**src/rtl/knn_sp_arb_pkg.sv**
```systemverilog
// Shared types for the KNN local-buffer single-port arbiter: owner-state
// encoding and burst counter width.
package knn_sp_arb_pkg;

  localparam int BURST_W = 8;

  typedef enum logic [0:0] {
    OWN_WR = 1'b0,
    OWN_RD = 1'b1
  } owner_e;

endpackage

```
**src/rtl/knn_sp_rd_valid_pipe.sv**
```systemverilog
// Read-valid delay line: carries each read grant forward DEPTH cycles so the
// valid strobe lines up with the URAM output.
module knn_sp_rd_valid_pipe #(
  parameter int DEPTH = 2
) (
  input  logic clk,
  input  logic reset,
  input  logic shift_in,
  output logic shift_out
);

  logic [DEPTH-1:0] sr;

  always_ff @(posedge clk) begin
    if (reset) begin
      sr <= '0;
    end else begin
      sr[0] <= shift_in;
      for (int i = 1; i < DEPTH; i++) begin
        sr[i] <= sr[i-1];
      end
    end
  end

  assign shift_out = sr[DEPTH-1];

endmodule

```
**src/rtl/knn_local_sp_arbiter.sv**
```systemverilog
// Arbitrates a loader (writes) and a compute engine (reads) onto one URAM port
// with owner-preference bursts. Optional conflict counter: KNN_SP_ARB_STATS_EN.
module knn_local_sp_arbiter
  import knn_sp_arb_pkg::*;
#(
  parameter int DATA_WIDTH   = 256,
  parameter int ADDR_WIDTH   = 11,
  parameter int READ_LATENCY = 2,
  parameter int MAX_BURST    = 16
) (
  input  logic                  clk,
  input  logic                  reset,
  input  logic                  wr_req,
  input  logic [ADDR_WIDTH-1:0] wr_addr,
  input  logic [DATA_WIDTH-1:0] wr_data,
  output logic                  wr_gnt,
  input  logic                  rd_req,
  input  logic [ADDR_WIDTH-1:0] rd_addr,
  output logic                  rd_gnt,
  output logic                  rd_valid,
  output logic [DATA_WIDTH-1:0] rd_data,
  output logic [ADDR_WIDTH-1:0] mem_address0,
  output logic                  mem_ce0,
  output logic                  mem_we0,
  output logic [DATA_WIDTH-1:0] mem_d0,
  input  logic [DATA_WIDTH-1:0] mem_q0,
  output owner_e                owner_state,
  output logic [BURST_W-1:0]    burst_cnt
`ifdef KNN_SP_ARB_STATS_EN
  ,
  output logic [31:0]           conflict_cnt
`endif
);

  // Handshake: a requester holds req/addr/data until it sees gnt high in the
  // same cycle; the transfer happens on that clock edge. rd_valid is never
  // back-pressured.

  localparam logic [BURST_W-1:0] BURST_LIMIT = BURST_W'(MAX_BURST);

  owner_e             state, state_next;
  logic [BURST_W-1:0] cnt, cnt_next;
  logic               both, at_limit, wr_wins, valid_raw;

  always_ff @(posedge clk) begin
    if (reset) begin
      state <= OWN_WR;
      cnt   <= '0;
    end else begin
      state <= state_next;
      cnt   <= cnt_next;
    end
  end

  // Grants: owner wins a conflict unless it has used its whole burst.
  always_comb begin
    both     = wr_req & rd_req;
    at_limit = (cnt == BURST_LIMIT);
    wr_wins  = (state == OWN_WR) ? !at_limit : at_limit;
    wr_gnt   = 1'b0;
    rd_gnt   = 1'b0;
    if (!reset) begin
      if (both) begin
        wr_gnt = wr_wins;
        rd_gnt = !wr_wins;
      end else begin
        wr_gnt = wr_req;
        rd_gnt = rd_req;
      end
    end
  end

  always_comb begin
    state_next = state;
    cnt_next   = cnt;
    if (wr_gnt) begin
      if (state == OWN_WR) begin
        cnt_next = at_limit ? cnt : cnt + BURST_W'(1);
      end else begin
        state_next = OWN_WR;
        cnt_next   = BURST_W'(1);
      end
    end else if (rd_gnt) begin
      if (state == OWN_RD) begin
        cnt_next = at_limit ? cnt : cnt + BURST_W'(1);
      end else begin
        state_next = OWN_RD;
        cnt_next   = BURST_W'(1);
      end
    end
  end

  assign mem_ce0      = wr_gnt | rd_gnt;
  assign mem_we0      = wr_gnt;
  assign mem_address0 = wr_gnt ? wr_addr : rd_addr;
  assign mem_d0       = wr_data;

  knn_sp_rd_valid_pipe #(
    .DEPTH(READ_LATENCY)
  ) u_rd_valid_pipe (
    .clk      (clk),
    .reset    (reset),
    .shift_in (rd_gnt),
    .shift_out(valid_raw)
  );

  // Gate with reset so a read already at the last stage is dropped too.
  assign rd_valid    = valid_raw & ~reset;
  assign rd_data     = mem_q0;
  assign owner_state = state;
  assign burst_cnt   = cnt;

`ifdef KNN_SP_ARB_STATS_EN
  always_ff @(posedge clk) begin
    if (reset) begin
      conflict_cnt <= '0;
    end else if (both && (conflict_cnt != '1)) begin
      conflict_cnt <= conflict_cnt + 32'd1;
    end
  end
`endif

endmodule

```
**config.mk**
```make
export PLATFORM = sky130hd
export DESIGN_NAME = knn_local_sp_arbiter
export DESIGN_NICKNAME = d
export VERILOG_FILES = /design/src/rtl/knn_sp_arb_pkg.sv /design/src/rtl/knn_sp_rd_valid_pipe.sv /design/src/rtl/knn_local_sp_arbiter.sv
export SDC_FILE = /design/constraint.sdc
export NUM_CORES = 1
export LEC_CHECK = 0
export BUFFER_PORTS_ARGS = -buffer_cell sky130_fd_sc_hd__clkbuf_2
export CORE_AREA = 3 3 417 419
export CTS_CLUSTER_SIZE = 10
export DETAILED_ROUTE_END_ITERATION = 12
export DIE_AREA = 0 0 420 422
export GPL_TIMING_DRIVEN = 1
export MAX_ROUTING_LAYER = met4
export SKIP_LAST_GASP = 1
export SLEW_MARGIN = 20
export SYNTH_ARGS = -nofsm -noshare
export SYNTH_HDL_FRONTEND = slang
export SYNTH_SLANG_ARGS = --single-unit
```
**constraint.sdc**
```tcl
create_clock -name clk -period 1.94 [get_ports clk]
set_clock_uncertainty 0.2 [all_clocks]
set_input_delay 0.097 -clock clk [delete_from_list [all_inputs] [get_ports clk]]
set_output_delay 0.097 -clock clk [all_outputs]
set_load 0.1 [all_outputs]
```
[Yosys cells after proc, flatten, opt, wreduce, memory -nomap -nowiden]
Cells that the tools add are included.
Word-level totals
  register bits after elaboration: 11
  word-level logic and storage cells: 24
  output and inout port bits: 537
Operators by class
  $add $sub $neg: 1
  bitwise operators: 4
  eq/ne operators: 1
  mux-type cells: 11
  reduce and logical (&&, ||, !) cells: 4
Operators by type and width (number)
  $mux W8: 5
  $mux W11: 1
  $add A8 B1 Y8 const B: 1
  $eq A8 B5 Y1 const B: 1
  $mux W1: 5
  $and A1 B1 Y1: 2
  $logic_not A1 Y1: 2
  $reduce_bool A2 Y1: 1
  $reduce_or A2 Y1: 1
  $not A1 Y1: 1
  $or A1 B1 Y1: 1

[Logic depth before layout (Yosys ltp)]
  depth in word-level cells: 8
  gate-level depth with buffers: 9

[By module]
A second synthesis with hierarchy kept.
Second synthesis, totals
  cell total of the unflattened synthesis: 672
  area, all modules: 4992.3 um^2
Modules (own cells, without submodules)
  knn_local_sp_arbiter: cells an instance 668, area an instance 4939.7 um^2, times used 1
  knn_sp_rd_valid_pipe: cells an instance 4, area an instance 52.6 um^2, times used 1

[Least setup slack after synthesis]
OpenSTA, ideal clock, no wires.
  path kind: reg-to-output
  from: reg cnt[0] (netlist: burst_cnt[0])
  to: out wr_gnt
  required time: 1.643 ns
  cell stages (with the launch flop): 10
  data arrival time: 4.155 ns
  slack: -2.512 ns
  buffers on the path: 3
  cells stage by stage: dfxtp_1 -> inv_1 -> ha_1 -> nand4bb_1 -> clkbuf_1 -> or3_1 -> buf_2 -> nand2_1 -> a21oi_1 -> buf_4
On the way
  word-level cells in the longest chain between the ends: 5
RTL lines
  start, declared: line knn_local_sp_arbiter.sv:42  | logic [BURST_W-1:0] cnt, cnt_next;
  start signal, assigned: line knn_local_sp_arbiter.sv:51  | cnt <= cnt_next;
  $eq A8 B5 Y1 *: line knn_local_sp_arbiter.sv:58  | at_limit = (cnt == BURST_LIMIT);
  $logic_not A1 Y1: line knn_local_sp_arbiter.sv:59  | wr_wins = (state == OWN_WR) ? !at_limit : at_limit;
  $mux W1 *: line knn_local_sp_arbiter.sv:59
  $mux W1 *: line knn_local_sp_arbiter.sv:63  | if (both) begin
  $mux W1 *: line knn_local_sp_arbiter.sv:62  | if (!reset) begin
  end, declared: line knn_local_sp_arbiter.sv:16  | output logic wr_gnt,
Mark *: on every way between the ends. The rest lies on a longest branch, timed or not.

[Worst setup path after layout]
  from: reg cnt[7] (netlist: burst_cnt[7])
  to: out mem_address0[6]
On the way
  word-level cells in the longest chain between the ends: 6
RTL lines
  $eq A8 B5 Y1 *: line knn_local_sp_arbiter.sv:58
  $logic_not A1 Y1: line knn_local_sp_arbiter.sv:59
  $mux W1 *: line knn_local_sp_arbiter.sv:59
  $mux W1 *: line knn_local_sp_arbiter.sv:63
  $mux W1 *: line knn_local_sp_arbiter.sv:62
  $mux W11 *: line knn_local_sp_arbiter.sv:95  | assign mem_address0 = wr_gnt ? wr_addr : rd_addr;
  end, declared: line knn_local_sp_arbiter.sv:22  | output logic [ADDR_WIDTH-1:0] mem_address0,
Marks and branches as above.

==> results.py <==
metrics = {
    "run_status": {
        "outcome": "complete, but fails checks",
        "violations": "negative hold slack, negative setup slack",
    },
    "worst_setup_path": {
        "worstPathArrival_ns": 2.01,
        "r2r-start": "burst_cnt[7]$_SDFFE_PP0P_",
        "r2r.worst_path.cells": 5,
        "ff2ff_setup_slack_ns": 0.06,
        "r2r_end": "burst_cnt[3]$_SDFFE_PP0P_",
        "crit_type": "register to primary output",
        "cp-start-kind": "register",
        "end_kind": "primary output",
        "cp-endpoint": "mem_address0[6]",
        "crit_path_max_fanout": 10,
        "required_ns": 1.64,
        "crit_path_start": "burst_cnt[7]$_SDFFE_PP0P_",
    },
    "global_route": {
        "antenna_found_initial": 39,
        "grt.overflow.total": 0,
        "first_global_vias": 3482,
        "grt_use_total": 0.117,
        "grt_max_degree": 16,
        "grt_pass1_wl_um": 114000,
    },
    "final_layout": {
        "multiInputGateArea_sq_mm": 0.00109,
        "layout.cells.non_filler": 2775,
        "area.sequential_sq_um": 251,
        "num-nets-final": 1060,
        "fillers": 20100,
        "area_delta_synth_final_pct": 59.1,
        "drive_gt1_frac": 0.262,
    },
    "pwr": {
        "power_density_mw_per_mm2": 566,
        "peakVddDrop_mv": 0.220,
        "leakage_nw": 2.14,
    },
    "placement": {
        "portBuffers": 50,
        "placed_cells": 2469,
        "place.gp.congestion": 0.748,
        "place_ws_ns": -0.219,
        "dp_hpwl_um": 98500,
    },
    "sta": {
        "relSlewSlack": 0.182,
        "fmaxAchievable_ghz": 0.433,
        "fin_crit_sh": 1.19,
        "rsz0062_at_grt": "true",
        "setup_ws_ns": -0.367,
        "min_period_ns": 2.31,
        "drv_slew": 0,
        "finalSetupViolCount": 14,
        "hold_ws_ns": -0.00126,
        "hold_viol": 2,
        "worst_pin_slew_ns": 1.22,
    },
    "yosys": {
        "syn_inst": 680,
        "synth_top_area_cell": "buf_4",
        "synth_area_leaders": "buf_4 77%, dfxtp_1 4.4%, o211ai_1 1.9%",
        "yosysWarnings": 0,
        "yosysTopAreaCellShare": 0.768,
        "syn_area_per_cell_sq_um": 7.38,
        "synth-seq-cells": 11,
        "syn-num-nets": 1220,
        "synth_flop_cell": "dfxtp_1",
        "synth_edf_count": 0,
        "syn_area_sq_mm": 0.00502,
        "yosysSeqAreaShare": 0.0439,
        "synthDistinctLibCells": 41,
        "synthArstFlopShare": 0,
    },
    "drt": {
        "num_vias": 4193,
        "vias_per_cell": 1.51,
        "wl_per_cell_um": 38.6,
        "firstDrtPassIters": 4,
        "drc_errors": 0,
        "wl_um": 107000,
        "drt-initial-drc-count": 341,
        "postRouteAntennaNets": 0,
    },
    "clock_network": {
        "cts_sinks": 11,
        "cts-root-buf": "clkbuf_16",
        "worstSkewPairLatency_ns": 0.26,
        "cts_made_buffers": 3,
        "cts_tree": "built",
        "clk_pin_slew_ns": 0.05,
        "cts_buffer_depth": 2,
        "post_cts_buffers": 0,
        "cts_max_level": 1,
    },
    "floorplanning": {
        "initial_core_util": 0.0293,
        "die_x_um": 420,
        "io_pins": 1075,
        "row_count": 152,
        "die_y_um": 422,
        "core_area_sq_mm": 0.171,
        "die_area_sq_mm": 0.177,
    },
    "hold_path": {
        "hold_path.class": "input port to primary output",
    },
    "run": {
        "drv_cap": 0,
    },
}
[critical path, stage by stage, from the launching register on]
cell     delay [ns]
dfxtp_4        0.34
or3_4          0.42
or3_4          0.36
buf_12         0.16
nand4_1        0.13
nand3_4        0.12
buf_12         0.19
[worst min path at each step]
stage,to,cells past startpoint,start
2_1_floorplan,burst_cnt[4]$_SDFFE_PP0P_,2,reset
3_3_place_gp,mem_d0[12],0,wr_data[12]
3_5_place_dp,mem_d0[12],0,wr_data[12]
4_1_cts,mem_d0[77],0,wr_data[77]
5_1_grt,mem_d0[89],0,wr_data[89]
6_report,mem_d0[89],0,wr_data[89]
[cells by family after synthesis]
group                    Yosys count  synth area share
AO/OA/AOI/OAI                     56            0.0738
XOR/XNOR                           1           0.00175
adder cells (fa/ha/maj)            2           0.00499
buffers and inverters            536             0.789
flip-flops                        11            0.0439
multiplexers                       1           0.00224
AND/OR/NAND/NOR                   73            0.0843
[report_power, final]
group	internal, mW	total (mW)	leakage, nW	switching, mW
Clock	0.277	0.446	0.0410	0.168
Combinational	0.730	3.82	2.00	3.09
Sequential	0.231	0.244	0.0960	0.0138
[final cells by class]
| class | instances | share of cell area |
|---|---|---|
| repair buffers | 366 | 0.462 |
| diodes | 23 | 0.00721 |
| clock inverters | 1 | 0.000627 |
| multi-input cells | 133 | 0.136 |
| clock buffers | 3 | 0.00941 |
| well taps | 2233 | 0.350 |
| flip-flops and latches | 11 | 0.0315 |
| inverters | 5 | 0.00298 |
[what timing repair did]
item,in CTS,in global routing
gates resized for setup,6,3
hold buffers,209,70
pin swaps,1,4
endpoints found under the setup margin,17,16
endpoints found under the hold margin,209,70
[layer usage]
layer	wire, um	vias up	track usage
met4	966	0	0.0162
li1	-	1378	-
met5	0	-	-
met2	57100	886	0.208
met3	28800	56	0.165
met1	20200	1873	0.0520
[sequential cells by signal (all words and copies together) (netlist names)]
| signal | flops |
|---|---|
| burst_cnt | 8 |
| owner_state | 1 |
| u_rd_valid_pipe.sr | 2 |
[cell usage after synthesis (4+ instances only)]
| cell type | instances |
|---|---|
| a21oi_1 | 19 |
| buf_2 | 5 |
| buf_4 | 513 |
| clkbuf_1 | 10 |
| dfxtp_1 | 11 |
| inv_1 | 5 |
| nand2_1 | 11 |
| nand3_1 | 15 |
| nand4_1 | 13 |
| nor2_1 | 4 |
| nor3b_1 | 11 |
| o211ai_1 | 13 |
| o21ai_0 | 6 |
[cell usage in the layout, fill, tap and decap left out, types with 2 or more instances in the layout]
cell type      count
dfxtp_1            2
nor3_2             2
o211ai_1          13
nand4_1           13
clkbuf_16          3
o21ai_0            6
nand3_1            3
inv_4              2
dlygate4sd3_1    273
nor4_1             2
nand2b_1           3
a211oi_1           2
diode_2           23
clkbuf_2          33
nor2b_1            3
a21oi_1           18
a311oi_1           3
nor3b_1           11
nand2_1           10
buf_12            27
dfxtp_4            8
or3_4              2
nor2_1             4
buf_4             33
inv_1              3
nand3_4           11
[metrics by stage]
stage                     instance area, sq um  total power [mW]  hold slack, ns  utilization  setup TNS (ns)
after detailed placement                  4940              1.21        -0.00532       0.0289           -2.42
after global placement                    4940              1.21        -0.00532       0.0289           -1.95
after floorplan                           5290              5.79          0.0890            -           -5.22
after global routing                      7980              4.59        -0.00282       0.0466           -5.11
final                                     7980              4.51        -0.00126       0.0467           -4.43
after CTS                                 7150              3.76       0.0000277       0.0418           -4.65
Power figures use the tool's default switching activity.
